`src/rtl/dsp_ctrl_regs.sv`:
```
// Avalon-MM control/status register bank and start/done run-control FSM for the depth core.
// Define DSP_CTRL_CYCLE_CNT_EN to build the run-cycle counter behind CYCLE_CNT (reads 0 otherwise).
module dsp_ctrl_regs #(
  parameter int          WIDTH_ADDR = 8,
  parameter int          WIDTH_DATA = 32,
  parameter int          WIDTH_BE   = 4,
  parameter logic [31:0] ID_VALUE   = 32'h4453_5031
) (
  input  logic                  clk_dsp,
  input  logic                  reset_n,
  input  logic                  avl_write,
  input  logic                  avl_chipselect,
  input  logic [WIDTH_ADDR-1:0] avl_address,
  input  logic [WIDTH_BE-1:0]   avl_byteenable,
  input  logic [WIDTH_DATA-1:0] avl_writedata,
  output logic [WIDTH_DATA-1:0] avl_readdata,
  output logic                  core_start,
  input  logic                  core_busy,
  input  logic                  core_done,
  output logic [31:0]           cfg0,
  output logic [31:0]           cfg1,
  output logic                  irq
);

  localparam logic [WIDTH_ADDR-1:0] ADDR_CTRL      = WIDTH_ADDR'(0);
  localparam logic [WIDTH_ADDR-1:0] ADDR_STATUS    = WIDTH_ADDR'(1);
  localparam logic [WIDTH_ADDR-1:0] ADDR_FRAME_CNT = WIDTH_ADDR'(2);
  localparam logic [WIDTH_ADDR-1:0] ADDR_CFG0      = WIDTH_ADDR'(3);
  localparam logic [WIDTH_ADDR-1:0] ADDR_CFG1      = WIDTH_ADDR'(4);
  localparam logic [WIDTH_ADDR-1:0] ADDR_ID        = WIDTH_ADDR'(5);
  localparam logic [WIDTH_ADDR-1:0] ADDR_CYCLE_CNT = WIDTH_ADDR'(6);

  typedef enum logic {
    IDLE = 1'b0,
    RUN  = 1'b1
  } state_t;

  state_t                  state_reg, state_next;
  logic                    start_pulse_reg;
  logic                    start_issue;
  logic                    cont_reg;
  logic                    irq_en_reg;
  logic                    done_reg;
  logic                    ovr_reg;
  logic                    ovr_set;
  logic [31:0]             frame_cnt_reg;
  logic [WIDTH_DATA-1:0]   readdata_reg;
  logic [WIDTH_DATA-1:0]   rd_mux;
  logic [31:0]             cycle_cnt_val;
  logic [WIDTH_BE-1:0][7:0] cfg0_bytes;
  logic [WIDTH_BE-1:0][7:0] cfg1_bytes;

  logic wr_en, rd_en;
  logic sel_ctrl, sel_status, sel_frame, sel_cfg0, sel_cfg1;
  logic start_req, w1c_done, w1c_ovr;

  assign wr_en      = avl_chipselect & avl_write;
  assign rd_en      = avl_chipselect & ~avl_write;
  assign sel_ctrl   = wr_en && (avl_address == ADDR_CTRL);
  assign sel_status = wr_en && (avl_address == ADDR_STATUS);
  assign sel_frame  = wr_en && (avl_address == ADDR_FRAME_CNT);
  assign sel_cfg0   = wr_en && (avl_address == ADDR_CFG0);
  assign sel_cfg1   = wr_en && (avl_address == ADDR_CFG1);
  assign start_req  = sel_ctrl & avl_byteenable[0] & avl_writedata[0];
  assign w1c_done   = sel_status & avl_byteenable[0] & avl_writedata[1];
  assign w1c_ovr    = sel_status & avl_byteenable[0] & avl_writedata[2];

  // Run control: a done in RUN either restarts (CONT or coincident START) or returns to IDLE.
  always_comb begin
    state_next  = state_reg;
    start_issue = 1'b0;
    ovr_set     = 1'b0;
    case (state_reg)
      IDLE: begin
        if (start_req) begin
          state_next  = RUN;
          start_issue = 1'b1;
        end
      end
      RUN: begin
        if (core_done) begin
          if (cont_reg || start_req) begin
            start_issue = 1'b1;
          end else begin
            state_next = IDLE;
          end
        end else if (start_req) begin
          ovr_set = 1'b1;
        end
      end
      default: state_next = IDLE;
    endcase
  end

  always_ff @(posedge clk_dsp or negedge reset_n) begin
    if (!reset_n) begin
      state_reg       <= IDLE;
      start_pulse_reg <= 1'b0;
    end else begin
      state_reg       <= state_next;
      start_pulse_reg <= start_issue;
    end
  end

  always_ff @(posedge clk_dsp or negedge reset_n) begin
    if (!reset_n) begin
      cont_reg   <= 1'b0;
      irq_en_reg <= 1'b0;
    end else begin
      if (sel_ctrl && avl_byteenable[0]) begin
        cont_reg <= avl_writedata[1];
      end
      if (sel_ctrl && avl_byteenable[1]) begin
        irq_en_reg <= avl_writedata[8];
      end
    end
  end

  // Hardware set takes priority over a software clear landing in the same cycle.
  always_ff @(posedge clk_dsp or negedge reset_n) begin
    if (!reset_n) begin
      done_reg <= 1'b0;
      ovr_reg  <= 1'b0;
    end else begin
      if (core_done) begin
        done_reg <= 1'b1;
      end else if (w1c_done) begin
        done_reg <= 1'b0;
      end
      if (ovr_set) begin
        ovr_reg <= 1'b1;
      end else if (w1c_ovr) begin
        ovr_reg <= 1'b0;
      end
    end
  end

  always_ff @(posedge clk_dsp or negedge reset_n) begin
    if (!reset_n) begin
      frame_cnt_reg <= '0;
    end else if (sel_frame) begin
      frame_cnt_reg <= '0;
    end else if (core_done) begin
      frame_cnt_reg <= frame_cnt_reg + 32'd1;
    end
  end

  for (genvar gi = 0; gi < WIDTH_BE; gi++) begin : g_cfg_lane
    logic [7:0] cfg0_byte_reg;
    logic [7:0] cfg1_byte_reg;

    always_ff @(posedge clk_dsp or negedge reset_n) begin
      if (!reset_n) begin
        cfg0_byte_reg <= '0;
        cfg1_byte_reg <= '0;
      end else if (avl_byteenable[gi]) begin
        if (sel_cfg0) begin
          cfg0_byte_reg <= avl_writedata[gi*8 +: 8];
        end
        if (sel_cfg1) begin
          cfg1_byte_reg <= avl_writedata[gi*8 +: 8];
        end
      end
    end

    assign cfg0_bytes[gi] = cfg0_byte_reg;
    assign cfg1_bytes[gi] = cfg1_byte_reg;
  end

`ifdef DSP_CTRL_CYCLE_CNT_EN
  logic [31:0] run_cnt_reg;
  logic [31:0] cycle_cnt_reg;

  // run_cnt is 0 in the core_start cycle, so the latched value counts start..done inclusive.
  always_ff @(posedge clk_dsp or negedge reset_n) begin
    if (!reset_n) begin
      run_cnt_reg   <= '0;
      cycle_cnt_reg <= '0;
    end else begin
      if (start_issue) begin
        run_cnt_reg <= '0;
      end else if ((state_reg == RUN) && (run_cnt_reg != 32'hFFFF_FFFF)) begin
        run_cnt_reg <= run_cnt_reg + 32'd1;
      end
      if (core_done) begin
        cycle_cnt_reg <= (run_cnt_reg == 32'hFFFF_FFFF) ? run_cnt_reg : run_cnt_reg + 32'd1;
      end
    end
  end

  assign cycle_cnt_val = cycle_cnt_reg;
`else
  assign cycle_cnt_val = '0;
`endif

  always_comb begin
    rd_mux = '0;
    case (avl_address)
      ADDR_CTRL: begin
        rd_mux[1] = cont_reg;
        rd_mux[8] = irq_en_reg;
      end
      ADDR_STATUS: begin
        rd_mux[0] = core_busy;
        rd_mux[1] = done_reg;
        rd_mux[2] = ovr_reg;
        rd_mux[4] = (state_reg == RUN);
      end
      ADDR_FRAME_CNT: rd_mux = frame_cnt_reg;
      ADDR_CFG0:      rd_mux = cfg0_bytes;
      ADDR_CFG1:      rd_mux = cfg1_bytes;
      ADDR_ID:        rd_mux = ID_VALUE;
      ADDR_CYCLE_CNT: rd_mux = cycle_cnt_val;
      default:        rd_mux = '0;
    endcase
  end

  always_ff @(posedge clk_dsp or negedge reset_n) begin
    if (!reset_n) begin
      readdata_reg <= '0;
    end else if (rd_en) begin
      readdata_reg <= rd_mux;
    end
  end

  assign avl_readdata = readdata_reg;
  assign core_start   = start_pulse_reg;
  assign cfg0         = cfg0_bytes;
  assign cfg1         = cfg1_bytes;
  assign irq          = done_reg & irq_en_reg;

endmodule

```
`config.mk`:
```
export PLATFORM = sky130hd
export DESIGN_NAME = dsp_ctrl_regs
export DESIGN_NICKNAME = d
export VERILOG_FILES = /design/src/rtl/dsp_ctrl_regs.sv
export SDC_FILE = /design/constraint.sdc
export NUM_CORES = 1
export LEC_CHECK = 0
export ABC_CLOCK_PERIOD_IN_PS = 5400
export CORE_ASPECT_RATIO = 0.8
export CORE_MARGIN = 2
export CORE_UTILIZATION = 40
export DETAILED_ROUTE_END_ITERATION = 12
export PLACE_DENSITY = 0.73
export SYNTH_ARGS = -nofsm -noshare
export SYNTH_HDL_FRONTEND = slang
export SYNTH_SLANG_ARGS = --single-unit
```
`constraint.sdc`:
```
create_clock -name clk_dsp -period 5.4 [get_ports clk_dsp]
set_input_delay 0.81 -clock clk_dsp [delete_from_list [all_inputs] [get_ports clk_dsp]]
set_output_delay 0.81 -clock clk_dsp [all_outputs]
set_load 0.03 [all_outputs]
```
# [Word-level counts from Yosys, hierarchy flattened]
# Cells that the tools add are included.
[totals] register_bits=134 in_bits=50 out_inout_bits=98 word_cells=74
[classes] n_addsub=1 n_eq_ne=5 n_mux=22 n_bitwise=10 reduce_logical=20
[ops] op="23-bit one-hot mux with 4 select lines" n=1
[ops] op="32-bit 2-to-1 mux" n=2
[ops] op="32-bit by 1-bit adder with 32-bit output (second input constant)" n=1
[ops] op="8-bit by 2-bit == test with 1-bit output (second input constant)" n=2
[ops] op="8-bit by 3-bit == test with 1-bit output (second input constant)" n=2
[ops] op="2-bit AND reduction" n=8
[ops] op="1-bit one-hot mux with 5 select lines" n=3
[ops] op="3-bit one-hot mux with 4 select lines" n=1
[ops] op="1-bit 2-to-1 mux" n=10
[ops] op="1-bit bitwise AND" n=8
[ops] op="8-bit by 1-bit == test with 1-bit output (second input constant)" n=1
[ops] op="8-bit logical NOT" n=1
[ops] op="1-bit one-hot mux with 4 select lines" n=2
[ops] op="1-bit logical AND" n=7
[ops] op="2-bit nonzero test" n=3
[ops] op="1-bit one-hot mux with 2 select lines" n=2
[ops] op="1-bit one-hot mux with 3 select lines" n=1
[ops] op="1-bit NOT" n=2
[ops] op="1-bit logical OR" n=1

# [Longest topological paths before layout]
[depth] word_depth=8 mapped_depth=7 depth_no_buf=5

# [Least setup slack after synthesis]
# No wires, ideal clock.
[synth_timing] path_kind="input -> register" startpoint="input avl_address[5]" endpoint="register g_cfg_lane[0].cfg0_byte_reg[0]" setup_time_ps=125 arrival_time_ps=2531 required_ps=5275 slack_ps=2744 cell_stages=5 path_buffers=1 cell_sequence="or4_1 > buf_2 > or3_1 > nor2_2 > mux2_2"
[synth_via] elab_chain_len=3
[synth_lines] element="start: declaration" line="13" text="input logic [WIDTH_ADDR-1:0] avl_address,"
[synth_lines] element="8-bit by 2-bit == test with 1-bit output" line="62" text="assign sel_cfg0 = wr_en && (avl_address == ADDR_CFG0);"
[synth_lines] element="1-bit logical AND" line="62"
[synth_lines] element="2-bit AND reduction (no source line)"
[synth_lines] element="end signal: assignment" line="158" text="cfg0_byte_reg <= avl_writedata[gi*8 +: 8];"
[synth_lines] element="end: declaration" line="149" text="logic [7:0] cfg0_byte_reg;"
# No other way between the ends.
# A chain may end at the register's enable or synchronous reset.

# [Worst setup path in the final report]
[layout_timing] startpoint="input avl_address[1]" endpoint="register readdata_reg[2] (netlist: avl_readdata[2])"
[layout_via] elab_chain_len=2 elab_cells_between_ends=5 cone_classes="eq/ne: 4; mux: 1"
[layout_lines] element="8-bit by 3-bit == test with 1-bit output (tied with other cells)" line="198" text="case (avl_address)"
[layout_lines] element="1-bit one-hot mux with 4 select lines (*)" line="198"
[layout_lines] element="end signal: assignment" line="222" text="readdata_reg <= rd_mux;"
[layout_lines] element="end: declaration" line="47" text="logic [WIDTH_DATA-1:0] readdata_reg;"
# Every way passes the cells marked *; elsewhere a longest branch is shown, timed or not.

==> results.sh <==
export IMPL_status="complete, no violations"
export IMPL_grt_setup_unrepaired="false"
export IMPL_nNetsFinal=739
export IMPL_slew_violations=0
export IMPL_post_cts_resized=0
export IMPL_cts_tree="built"
export IMPL_drt_initial_drc_count=472
export IMPL_syn_nets=604
export IMPL_max_cap_violations=0
export IMPL_cts_buffers=17
export IMPL_cts_setup_buffers=0
export IMPL_hold_viol_final=0
export IMPL_synth_top_area_cell="dfrtp_1"
export IMPL_cp_arrival_ps=3840
export IMPL_r2r_setup_slack_ps=3100
export IMPL_core_area_sq_mm=0.01575
export IMPL_fmax_mhz=285.3
export IMPL_clkTransAtPathRegs_ps=60
export IMPL_final_cell_mix="145 x clkdlybuf4s50_1, 134 x dfrtp_1, 69 x mux2_2"
export IMPL_ios=148
export IMPL_routed_via_count=5207
export IMPL_first_pass_iters=5
export IMPL_drc=0
export IMPL_gp_congestion=0.8144
export IMPL_die_w_microns=145.8
export IMPL_critPathLaunchType="input port"
export IMPL_hold_path_class="in2async"
export IMPL_final_common_cell="clkdlybuf4s50_1"
export IMPL_leakage_nw=3.729
export IMPL_initial_core_util_pct=40.85
export IMPL_die_area_sq_mm=0.01712
export IMPL_synth_warnings=0
export IMPL_drive_gt1_share_pct=17.12
export IMPL_pre_cts_slack_ps=1494
export IMPL_finalSetupViolations=0
export IMPL_tightest_slew_ps=1176
export IMPL_setup_tns_final_ps=0
export IMPL_seq_area_frac_synth_pct=52.12
export IMPL_cp_required_ps=5740
export IMPL_design_area_sq_mm=0.008698
export IMPL_die_height_microns=117.4
export IMPL_port_buffers=147
export IMPL_netlist_area_sq_mm=0.006434
export IMPL_crit_type="in2reg"
export IMPL_p_total_mw=2.569
export IMPL_root_buffer="clkbuf_16"
export IMPL_fin_crit_sh_pct=64.90
export IMPL_syn_instance_count=553
export IMPL_synth_area_leaders="dfrtp_1 52%, mux2_2 12%, mux2i_1 4.5%"
export IMPL_synth_edf_count=0
export IMPL_grt_usage_pct=21.98
export IMPL_p_per_area_mw_per_mm2=295.4
export IMPL_async_reset_ff_share_pct=100.0
export IMPL_grt_pass1_vias=5383
export IMPL_grt_max_degree=99
export IMPL_worst_slack_ps=1895
export IMPL_dp_hpwl_mm=12.55
export IMPL_place_area_sq_mm=0.008068
export IMPL_synthToLayoutAreaGrowth_pct=35.20
export IMPL_fin_worst_skew_ps=7.451
export IMPL_slew_headroom_pct=21.52
export IMPL_fin_hold_ws_ps=492.2
export IMPL_peakVddDrop_uv=234.9
export IMPL_cts_sinks=134
export IMPL_vias_per_cell=5.684
export IMPL_globalRouteOverflowTotal=0
export IMPL_worstSkewPairLatency_ps=430
export IMPL_syn_avg_cell_area_sq_um=11.63
export IMPL_grt_pass1_wl_mm=29.52
export IMPL_clk_path_buf_depth=2
export IMPL_antennaDiodeCount=0
export IMPL_htreeDepth=4
export IMPL_wl_mm=18.26
export IMPL_cp_end_kind="flip-flop"
export IMPL_wl_per_cell_microns=19.93
export IMPL_ctsHoldBuffers=0
export IMPL_synth_top_area_share_pct=52.12
export IMPL_ys_ff_latch=134
export IMPL_path_max_fanout=22
export IMPL_period_minus_slack_ps=3505
export IMPL_ys_types=46
export IMPL_ant_nets=0
export IMPL_synthFlopType="dfrtp_1"
export IMPL_rows=41
export IMPL_antenna_found_initial=0
cell type report:
cell class              count  area, sq um
repair buffers            153         1513
well taps                 215        269.0
flip-flops and latches    134         3353
clock inverters             7        115.1
fillers                  1323         7051
inverters                   6        22.52
clock buffers              25        515.5
multi-input cells         376         2910
synthesized netlist by cell type, types with 2 or more instances:
cell type / n
dfrtp_1: 134
mux2_2: 69
mux2i_1: 29
nor2_1: 29
a22o_1: 26
clkbuf_1: 25
a21oi_1: 24
nand2_1: 23
nand3_1: 19
or4_1: 19
o2bb2ai_1: 18
o21ai_0: 17
nand4_1: 13
o31ai_1: 13
o22ai_1: 9
or3_1: 9
buf_2: 8
xor2_1: 7
inv_1: 6
nor3_1: 6
nor3_4: 6
nand3b_1: 5
and4_1: 4
nor2b_1: 4
buf_1: 3
nand2b_1: 3
xnor2_1: 3
a32o_1: 2
and2_1: 2
nor2_2: 2
critical path, stage by stage:
cell	delay, ps
clkdlybuf4s50_1	740
nand2b_1	690
nor2_2	1080
o21ai_0	280
o21ai_0	230
final timing paths:
path	start	endpoint	depth (start not counted)
worst min-delay path	reset_n	g_cfg_lane[1].cfg1_byte_reg[6]	1
max in group asynchronous	reset_n	avl_readdata[1]	2
worst max-delay path	avl_address[1]	avl_readdata[2]	5
worst max register to register	frame_cnt_reg[6]	frame_cnt_reg[25]	4
min in group clk_dsp	avl_readdata[1]	avl_readdata[1]	2
worst min register to register	avl_readdata[1]	avl_readdata[1]	2
report_power, final:
group | switching, mW | internal, mW | total [mW]
combinational | 0.146 | 0.102 | 0.248
sequential | 0.0471 | 1.04 | 1.08
clock | 0.438 | 0.799 | 1.24
total | 0.631 | 1.94 | 2.57
metal layers:
layer | GRT usage [%] | routed length (microns) | vias to the layer above | share of wire [%]
met5 | 0 | 0 | - | 0
met4 | 5.882 | 252 | 0 | 1.4
met3 | 8.482 | 1643 | 17 | 9.0
met2 | 32.75 | 8028 | 240 | 44
met1 | 30.04 | 8335 | 2586 | 46
li1 | - | - | 2364 | -
cell families (layout without fill, tap and decap cells):
family | count (synthesis) | after routing | synth area share, %
XOR/XNOR | 10 | 10 | 1.361
buffers and inverters | 43 | 191 | 2.781
flip-flops | 134 | 134 | 52.12
multiplexers | 99 | 99 | 16.94
AO/OA/AOI/OAI | 117 | 117 | 12.93
adder cells (fa/ha/maj) | 1 | 1 | 0.1944
AND/OR/NAND/NOR | 149 | 149 | 13.67
metrics by stage:
stage / utilization [%] / cells
after CTS: 55.23 / 916
after global routing: 55.23 / 916
after global placement: 51.23 / 884
final: 55.23 / 916
after detailed placement: 51.23 / 884
after floorplan: - / 553
Power figures use the tool's default switching activity.
